## config.mk

```make
export PLATFORM = sky130hd
export DESIGN_NAME = butterfly_pipe
export DESIGN_NICKNAME = d
export VERILOG_FILES = /design/src/rtl/butterfly_pipe.sv
export SDC_FILE = /design/constraint.sdc
export NUM_CORES = 2
export LEC_CHECK = 0
export ABC_AREA = 0
export CAP_MARGIN = 20
export CORE_MARGIN = 2
export CORE_UTILIZATION = 47
export CTS_CLUSTER_SIZE = 16
export DETAILED_ROUTE_END_ITERATION = 10
export MAX_ROUTING_LAYER = met4
export SETUP_SLACK_MARGIN = 0.3
export SLEW_MARGIN = 15
export SYNTH_ARGS = -nofsm -noshare
export SYNTH_HDL_FRONTEND = slang
export SYNTH_SLANG_ARGS = --single-unit
export TNS_END_PERCENT = 50
```

## constraint.sdc

```tcl
create_clock -name clk -period 11.4 [get_ports clk]
set_input_delay 2.28 -clock clk [delete_from_list [all_inputs] [get_ports clk]]
set_output_delay 2.28 -clock clk [all_outputs]
set_load 0.02 [all_outputs]
```

## src/rtl/butterfly_pipe.sv

```systemverilog
// Four-stage radix-2 butterfly for the Kyber NTT/INTT datapath: Cooley-Tukey,
// Gentleman-Sande or bypass per beat, with mode and tag carried down a stallable pipe.
module butterfly_pipe #(
    parameter int unsigned W         = 16,
    parameter int unsigned Q         = 3329,
    parameter int unsigned QINV      = 3327,
    parameter int unsigned TAG_W     = 8,
    parameter int unsigned HALF_INTT = 1
) (
    input  logic             clk,
    input  logic             rst,
    input  logic             in_valid,
    output logic             in_ready,
    input  logic [1:0]       in_mode,
    input  logic [W-1:0]     in_a,
    input  logic [W-1:0]     in_b,
    input  logic [W-1:0]     in_w,
    input  logic [TAG_W-1:0] in_tag,
    output logic             out_valid,
    input  logic             out_ready,
    output logic [W-1:0]     out_c,
    output logic [W-1:0]     out_d,
    output logic [TAG_W-1:0] out_tag,
    output logic [1:0]       out_mode
);

    localparam logic [1:0]   MODE_NTT  = 2'b00;
    localparam logic [1:0]   MODE_INTT = 2'b01;
    localparam logic [1:0]   MODE_IDLE = 2'b11;
    localparam logic [W-1:0] Q_W       = W'(Q);
    localparam logic [W-1:0] QINV_W    = W'(QINV);
    localparam logic [W:0]   Q_X       = (W+1)'(Q);
    localparam logic [2*W:0] Q_M       = (2*W+1)'(Q);

    function automatic logic [W-1:0] add_mod(input logic [W-1:0] x, input logic [W-1:0] y);
        logic [W:0] s;
        s = {1'b0, x} + {1'b0, y};
        if (s >= Q_X) s = s - Q_X;
        return W'(s);
    endfunction

    function automatic logic [W-1:0] sub_mod(input logic [W-1:0] x, input logic [W-1:0] y);
        logic [W:0] s;
        s = {1'b0, x} - {1'b0, y};
        if (x < y) s = s + Q_X;
        return W'(s);
    endfunction

    // x*2^-W mod Q; x < Q*2^W so the shifted sum is below 2Q and one subtract suffices
    function automatic logic [W-1:0] mont(input logic [2*W-1:0] x);
        logic [W-1:0]   m;
        logic [2*W-1:0] mq;
        logic [2*W:0]   t;
        m  = x[W-1:0] * QINV_W;
        mq = (2*W)'(m) * (2*W)'(Q_W);
        t  = ({1'b0, x} + {1'b0, mq}) >> W;
        if (t >= Q_M) t = t - Q_M;
        return W'(t);
    endfunction

    function automatic logic [W-1:0] half(input logic [W-1:0] x);
        logic [W:0] s;
        s = x[0] ? ({1'b0, x} + Q_X) : {1'b0, x};
        return W'(s >> 1);
    endfunction

    logic             w_adv;
    logic [W-1:0]     w_s1_a, w_s1_b, w_s2_b, w_s3_c, w_s3_d, w_s4_c, w_s4_d;
    logic [2*W-1:0]   w_p1, w_p2;

    logic             r_s1_v, r_s2_v, r_s3_v;
    logic [1:0]       r_s1_mode, r_s2_mode, r_s3_mode;
    logic [TAG_W-1:0] r_s1_tag, r_s2_tag, r_s3_tag;
    logic [W-1:0]     r_s1_a, r_s1_b, r_s1_w, r_s2_a, r_s2_b, r_s3_c, r_s3_d;
    logic [2*W-1:0]   r_s1_p, r_s2_p;

    assign w_adv    = !out_valid || out_ready;
    assign in_ready = w_adv;
    assign w_p1     = (2*W)'(in_b) * (2*W)'(in_w);
    assign w_p2     = (2*W)'(r_s1_b) * (2*W)'(r_s1_w);

    // Per-stage datapath: NTT multiplies first, INTT adds/subtracts first
    always_comb begin
        w_s1_a = in_a;
        w_s1_b = in_b;
        if (in_mode == MODE_INTT) begin
            w_s1_a = add_mod(in_a, in_b);
            w_s1_b = sub_mod(in_a, in_b);
        end
        w_s2_b = r_s1_b;
        if (r_s1_mode == MODE_NTT) w_s2_b = mont(r_s1_p);
        w_s3_c = r_s2_a;
        w_s3_d = r_s2_b;
        if (r_s2_mode == MODE_NTT) begin
            w_s3_c = add_mod(r_s2_a, r_s2_b);
            w_s3_d = sub_mod(r_s2_a, r_s2_b);
        end else if (r_s2_mode == MODE_INTT) begin
            w_s3_d = mont(r_s2_p);
        end
        w_s4_c = r_s3_c;
        w_s4_d = r_s3_d;
        if (HALF_INTT != 0 && r_s3_mode == MODE_INTT) begin
            w_s4_c = half(r_s3_c);
            w_s4_d = half(r_s3_d);
        end
    end

    // All stages advance together; idle beats are accepted but never marked valid
    always_ff @(posedge clk) begin
        if (rst) begin
            r_s1_v <= 1'b0; r_s2_v <= 1'b0; r_s3_v <= 1'b0; out_valid <= 1'b0;
            r_s1_mode <= '0; r_s2_mode <= '0; r_s3_mode <= '0; out_mode <= '0;
            r_s1_tag <= '0; r_s2_tag <= '0; r_s3_tag <= '0; out_tag <= '0;
            r_s1_a <= '0; r_s1_b <= '0; r_s1_w <= '0; r_s1_p <= '0;
            r_s2_a <= '0; r_s2_b <= '0; r_s2_p <= '0;
            r_s3_c <= '0; r_s3_d <= '0;
            out_c <= '0; out_d <= '0;
        end else if (w_adv) begin
            r_s1_v    <= in_valid && (in_mode != MODE_IDLE);
            r_s1_mode <= in_mode;
            r_s1_tag  <= in_tag;
            r_s1_a    <= w_s1_a;
            r_s1_b    <= w_s1_b;
            r_s1_w    <= in_w;
            r_s1_p    <= w_p1;
            r_s2_v    <= r_s1_v;
            r_s2_mode <= r_s1_mode;
            r_s2_tag  <= r_s1_tag;
            r_s2_a    <= r_s1_a;
            r_s2_b    <= w_s2_b;
            r_s2_p    <= w_p2;
            r_s3_v    <= r_s2_v;
            r_s3_mode <= r_s2_mode;
            r_s3_tag  <= r_s2_tag;
            r_s3_c    <= w_s3_c;
            r_s3_d    <= w_s3_d;
            out_valid <= r_s3_v;
            out_mode  <= r_s3_mode;
            out_tag   <= r_s3_tag;
            out_c     <= w_s4_c;
            out_d     <= w_s4_d;
        end
    end

endmodule

```

==> report_table.html <==
<table>
<tr><th>Metric</th><th>Value</th></tr>
<tr><th colspan="2">Flow run</th></tr>
<tr><td>Max Cap Viol</td><td>0</td></tr>
<tr><th colspan="2">Worst setup path</th></tr>
<tr><td>Required @ worst endpoint</td><td>11.92 ns</td></tr>
<tr><td>Largest incremental delay on the critical path</td><td>0.58 ns</td></tr>
<tr><td>Worst Path Max Fanout</td><td>10</td></tr>
<tr><td>Worst Setup Path Type</td><td>flip-flop to flip-flop</td></tr>
<tr><td>Combined buffer and inverter count along the critical path</td><td>5</td></tr>
<tr><td>Startpoint Class</td><td>flip-flop</td></tr>
<tr><td>Endpoint class of the critical path</td><td>flip-flop</td></tr>
<tr><td>Worst path most repeated cell</td><td>ha_1</td></tr>
<tr><td>Cell family with most CP delay</td><td>adder cells</td></tr>
<tr><td>Critical-path top delay cell</td><td>a2111oi_4</td></tr>
<tr><td>Data arrival time of the critical path</td><td>10.77 ns</td></tr>
<tr><th colspan="2">Place</th></tr>
<tr><td>Half-perimeter wire length after detailed placement</td><td>93,800 um</td></tr>
<tr><td>Placer Congestion</td><td>0.902</td></tr>
<tr><td>Count of buffers inserted at the top-level ports</td><td>105</td></tr>
<tr><th colspan="2">Clocking</th></tr>
<tr><td>H-tree depth</td><td>2</td></tr>
<tr><td>Worst-case clock buffer depth</td><td>3</td></tr>
<tr><td>Later-pin clock latency in the skew report</td><td>0.60 ns</td></tr>
<tr><td>Num CTS Buffers</td><td>34</td></tr>
<tr><td>Worst-path clk slew</td><td>0.06 ns</td></tr>
<tr><td>TritonCTS clock tree</td><td>built</td></tr>
<tr><td>Sink count of the clock tree</td><td>252</td></tr>
<tr><td>Clock tree root buffer cell</td><td>clkbuf_16</td></tr>
<tr><th colspan="2">GRT</th></tr>
<tr><td>Global-route usage over all layers</td><td>25.7%</td></tr>
<tr><td>Wire length of the first global-routing pass</td><td>189,000 um</td></tr>
<tr><td>Vias in the first global route</td><td>34.7k</td></tr>
<tr><td>Grt total ovfl</td><td>0</td></tr>
<tr><td>Number of antenna violations at the first check in global routing</td><td>2</td></tr>
<tr><td>Maximum number of pins on one net before global-route repair</td><td>151</td></tr>
<tr><th colspan="2">Routing</th></tr>
<tr><td>DRC violations left</td><td>0</td></tr>
<tr><td>Antenna violation net count after detailed routing</td><td>0</td></tr>
<tr><td>Vias per cell</td><td>5.40</td></tr>
<tr><td>Total wire length after detailed routing</td><td>118,000 um</td></tr>
<tr><td>DR iter-0 viols</td><td>2,288</td></tr>
<tr><td>Total via count after detailed routing</td><td>35.1k</td></tr>
<tr><td>1st-pass router iterations</td><td>5</td></tr>
<tr><td>Wire length per cell</td><td>18.1 um</td></tr>
<tr><th colspan="2">Synth</th></tr>
<tr><td>Post-synth net total</td><td>6,495</td></tr>
<tr><td>Largest cells by area after synthesis</td><td>fa_1 26%, ha_1 17%, dfxtp_1 12%</td></tr>
<tr><td>Number of flip-flops and latches in the synthesized netlist</td><td>252</td></tr>
<tr><td>Syn Inst Count</td><td>5,284</td></tr>
<tr><td>Primary FF master, synth</td><td>dfxtp_1</td></tr>
<tr><td>Largest area contributor in the netlist</td><td>fa_1</td></tr>
<tr><td>Sequential-to-total area share from yosys stat</td><td>11.6%</td></tr>
<tr><td>Mean area per synthesized cell</td><td>8.26 um2</td></tr>
<tr><td>Ys Warns</td><td>0</td></tr>
<tr><td>Top cell type's share of synthesized area</td><td>26.0%</td></tr>
<tr><td>Mapped cell area</td><td>0.0437 mm2</td></tr>
<tr><td>Distinct cell type count of the synthesized netlist</td><td>100</td></tr>
<tr><td>Async set or reset register ratio after synthesis</td><td>0%</td></tr>
<tr><td>Count of flip-flops with a built-in enable after synthesis</td><td>0</td></tr>
<tr><th colspan="2">Floorplan</th></tr>
<tr><td>Die height</td><td>309 um</td></tr>
<tr><td>Std-Cell Rows</td><td>111</td></tr>
<tr><td>Total die area</td><td>0.0953 mm2</td></tr>
<tr><td>X dimension of the die</td><td>309 um</td></tr>
<tr><td>Core area</td><td>0.0918 mm2</td></tr>
<tr><td>Starting utilization of the core area</td><td>47.6%</td></tr>
<tr><td>Number of placed I/O pins</td><td>106</td></tr>
<tr><th colspan="2">Final layout</th></tr>
<tr><td>Area added between synthesis and finish</td><td>7.85%</td></tr>
<tr><td>Area occupied by multi-input gates</td><td>0.0345 mm2</td></tr>
<tr><td>Layout cells sized above 1</td><td>3.37%</td></tr>
<tr><td>Final Util</td><td>51.3%</td></tr>
<tr><td>Number of inserted filler cells in the final layout</td><td>8,868</td></tr>
<tr><td>NumNets Final</td><td>6,446</td></tr>
<tr><td>FF/Latch Area</td><td>0.00504 mm2</td></tr>
<tr><th colspan="2">STA</th></tr>
<tr><td>Remaining max-slew budget at the tightest pin</td><td>23.2%</td></tr>
<tr><td>Peak clock frequency supported by timing</td><td>97.5 MHz</td></tr>
<tr><td>Max-slew violation count</td><td>0</td></tr>
<tr><td>Final critical-path required period</td><td>10.26 ns</td></tr>
<tr><td>RSZ-0062 raised after global routing</td><td>no</td></tr>
<tr><td>Worst-Margin Slew</td><td>1.15 ns</td></tr>
<tr><td>Number of failing setup endpoints in the final timing report</td><td>0</td></tr>
<tr><td>Final period utilization</td><td>90.0%</td></tr>
<tr><td>Fin Clk Skew</td><td>0.0336 ns</td></tr>
<tr><td>Total negative slack</td><td>0 ns</td></tr>
<tr><td>Endpoints failing hold</td><td>0</td></tr>
<tr><th colspan="2">Run status</th></tr>
<tr><td>Run status</td><td>completed</td></tr>
<tr><th colspan="2">Hold path</th></tr>
<tr><td>Hold/Removal Path Class</td><td>flip-flop to flip-flop</td></tr>
</table>
## logic make-up (layout without fill, tap and decap cells)
logic type | after synthesis | in the layout | synth area share [%]
AOI/OAI and AO/OA | 940 | 940 | 14.1
adders and majority gates | 1149 | 1149 | 42.7
xor gates and xnor gates | 237 | 237 | 4.75
buffers and inverters | 1106 | 1082 | 9.56
DFF | 252 | 252 | 11.6
and+or+nand+nor | 1586 | 1586 | 17.1
muxes | 14 | 14 | 0.330
other | 0 | 2 | 0
## layout make-up
cell class	instances	area share (%)
multi-input combinational	3926	73.2
tap	1243	3.30
timing repair buffer	161	3.22
antenna	2	0.0106
inverter	860	6.87
clock inverter	19	0.686
clock buffer	42	1.98
sequential	252	10.7
## through the flow
stage               hold slack, ns  setup slack, ns  cells  cell area [um2]
floorplan                    0.426             2.01   5284            43700
CTS                          0.451            0.981   6502            47100
detailed placement           0.445            0.993   6441            45800
global route                 0.470            0.363   6504            47100
finish                       0.447             1.14   6505            47100
global placement             0.441             1.10   6440            45800
## routing by layer
| layer | share of wire [%] | global-route usage [%] | vias to the layer above |
|---|---|---|---|
| met5 | 0 | - | - |
| met4 | 2.5 | 6.36 | 0 |
| met3 | 4.9 | 2.93 | 153 |
| met2 | 45 | 40.1 | 841 |
| met1 | 48 | 35.5 | 17000 |
| li1 | - | - | 17100 |
## synth_stat cells (all sizes together), types with 7 or more instances
library cell and instances:
a2111oi 13, a211o 22, a211oi 59, a21boi 7, a21o 72, a21oi 330, a221oi 15, a22o 8
a311oi 19, a31oi 37, and2 202, and3 39, and4 13, buf 19, clkbuf 227, dfxtp 252
fa 566, ha 583, inv 858, mux2i 11, nand2 752, nand2b 37, nand3 81, nand3b 12
nand4 37, nor2 234, nor2b 21, nor3 67, nor3b 9, nor4 15, o211ai 18, o21a 34
o21ai 158, o21bai 42, o22ai 8, o31a 8, o31ai 14, or2 14, or3 30, xnor2 158
xor2 79
## path summary, 6_finish.rpt
path | startpoint | end | slack [ns] | cells after the start
max | r_s2_p[1]$_SDFFE_PP0P_ | r_s3_d[14]$_SDFFE_PP0P_ | 1.14 | 37
max reg2reg | r_s2_p[1]$_SDFFE_PP0P_ | r_s3_d[14]$_SDFFE_PP0P_ | 1.14 | 37
min | out_c[5]$_SDFFE_PP0P_ | out_c[5]$_SDFFE_PP0P_ | 0.45 | 2
min reg2reg | out_c[5]$_SDFFE_PP0P_ | out_c[5]$_SDFFE_PP0P_ | 0.45 | 2
## registers in the layout (all words and copies together) (netlist names), 16 cells and up
| register | cells |
|---|---|
| out_d | 16 |
| r_s3_d | 16 |
| r_s2_p | 32 |
| r_s2_b | 16 |
| r_s1_p | 32 |
| r_s1_a | 16 |
| r_s1_b | 16 |
| r_s1_w | 16 |
| out_c | 16 |
| r_s2_a | 16 |
| r_s3_c | 16 |
## repair_timing
item	4_1_cts	5_1_grt
gates resized for setup	0	2
setup buffers	0	0
hold buffers	0	0
setup endpoints to repair	0	6
## layout by cell type, fill, tap and decap left out, types with 36 or more instances in the layout
master / instances
nand3_1: 80
clkdlybuf4s50_1: 104
nand2b_1: 37
and2_1: 202
o21ai_0: 138
a211oi_1: 56
buf_4: 52
nand2_1: 752
a31oi_1: 36
a21o_1: 71
fa_1: 566
nor2_1: 231
ha_1: 583
o21bai_1: 42
xnor2_1: 158
xor2_1: 79
dfxtp_1: 252
a21oi_1: 328
inv_1: 858
nand4_1: 37
nor3_1: 64
and3_1: 38
## tightest hold or removal path: stages (launching register included)
cell and delay, ns:
dfxtp_1 0.30, nand2_1 0.05, a21oi_1 0.05
Power is not shown: default switching activity piles up to over one toggle a cycle in this logic, so the estimate is an artifact.
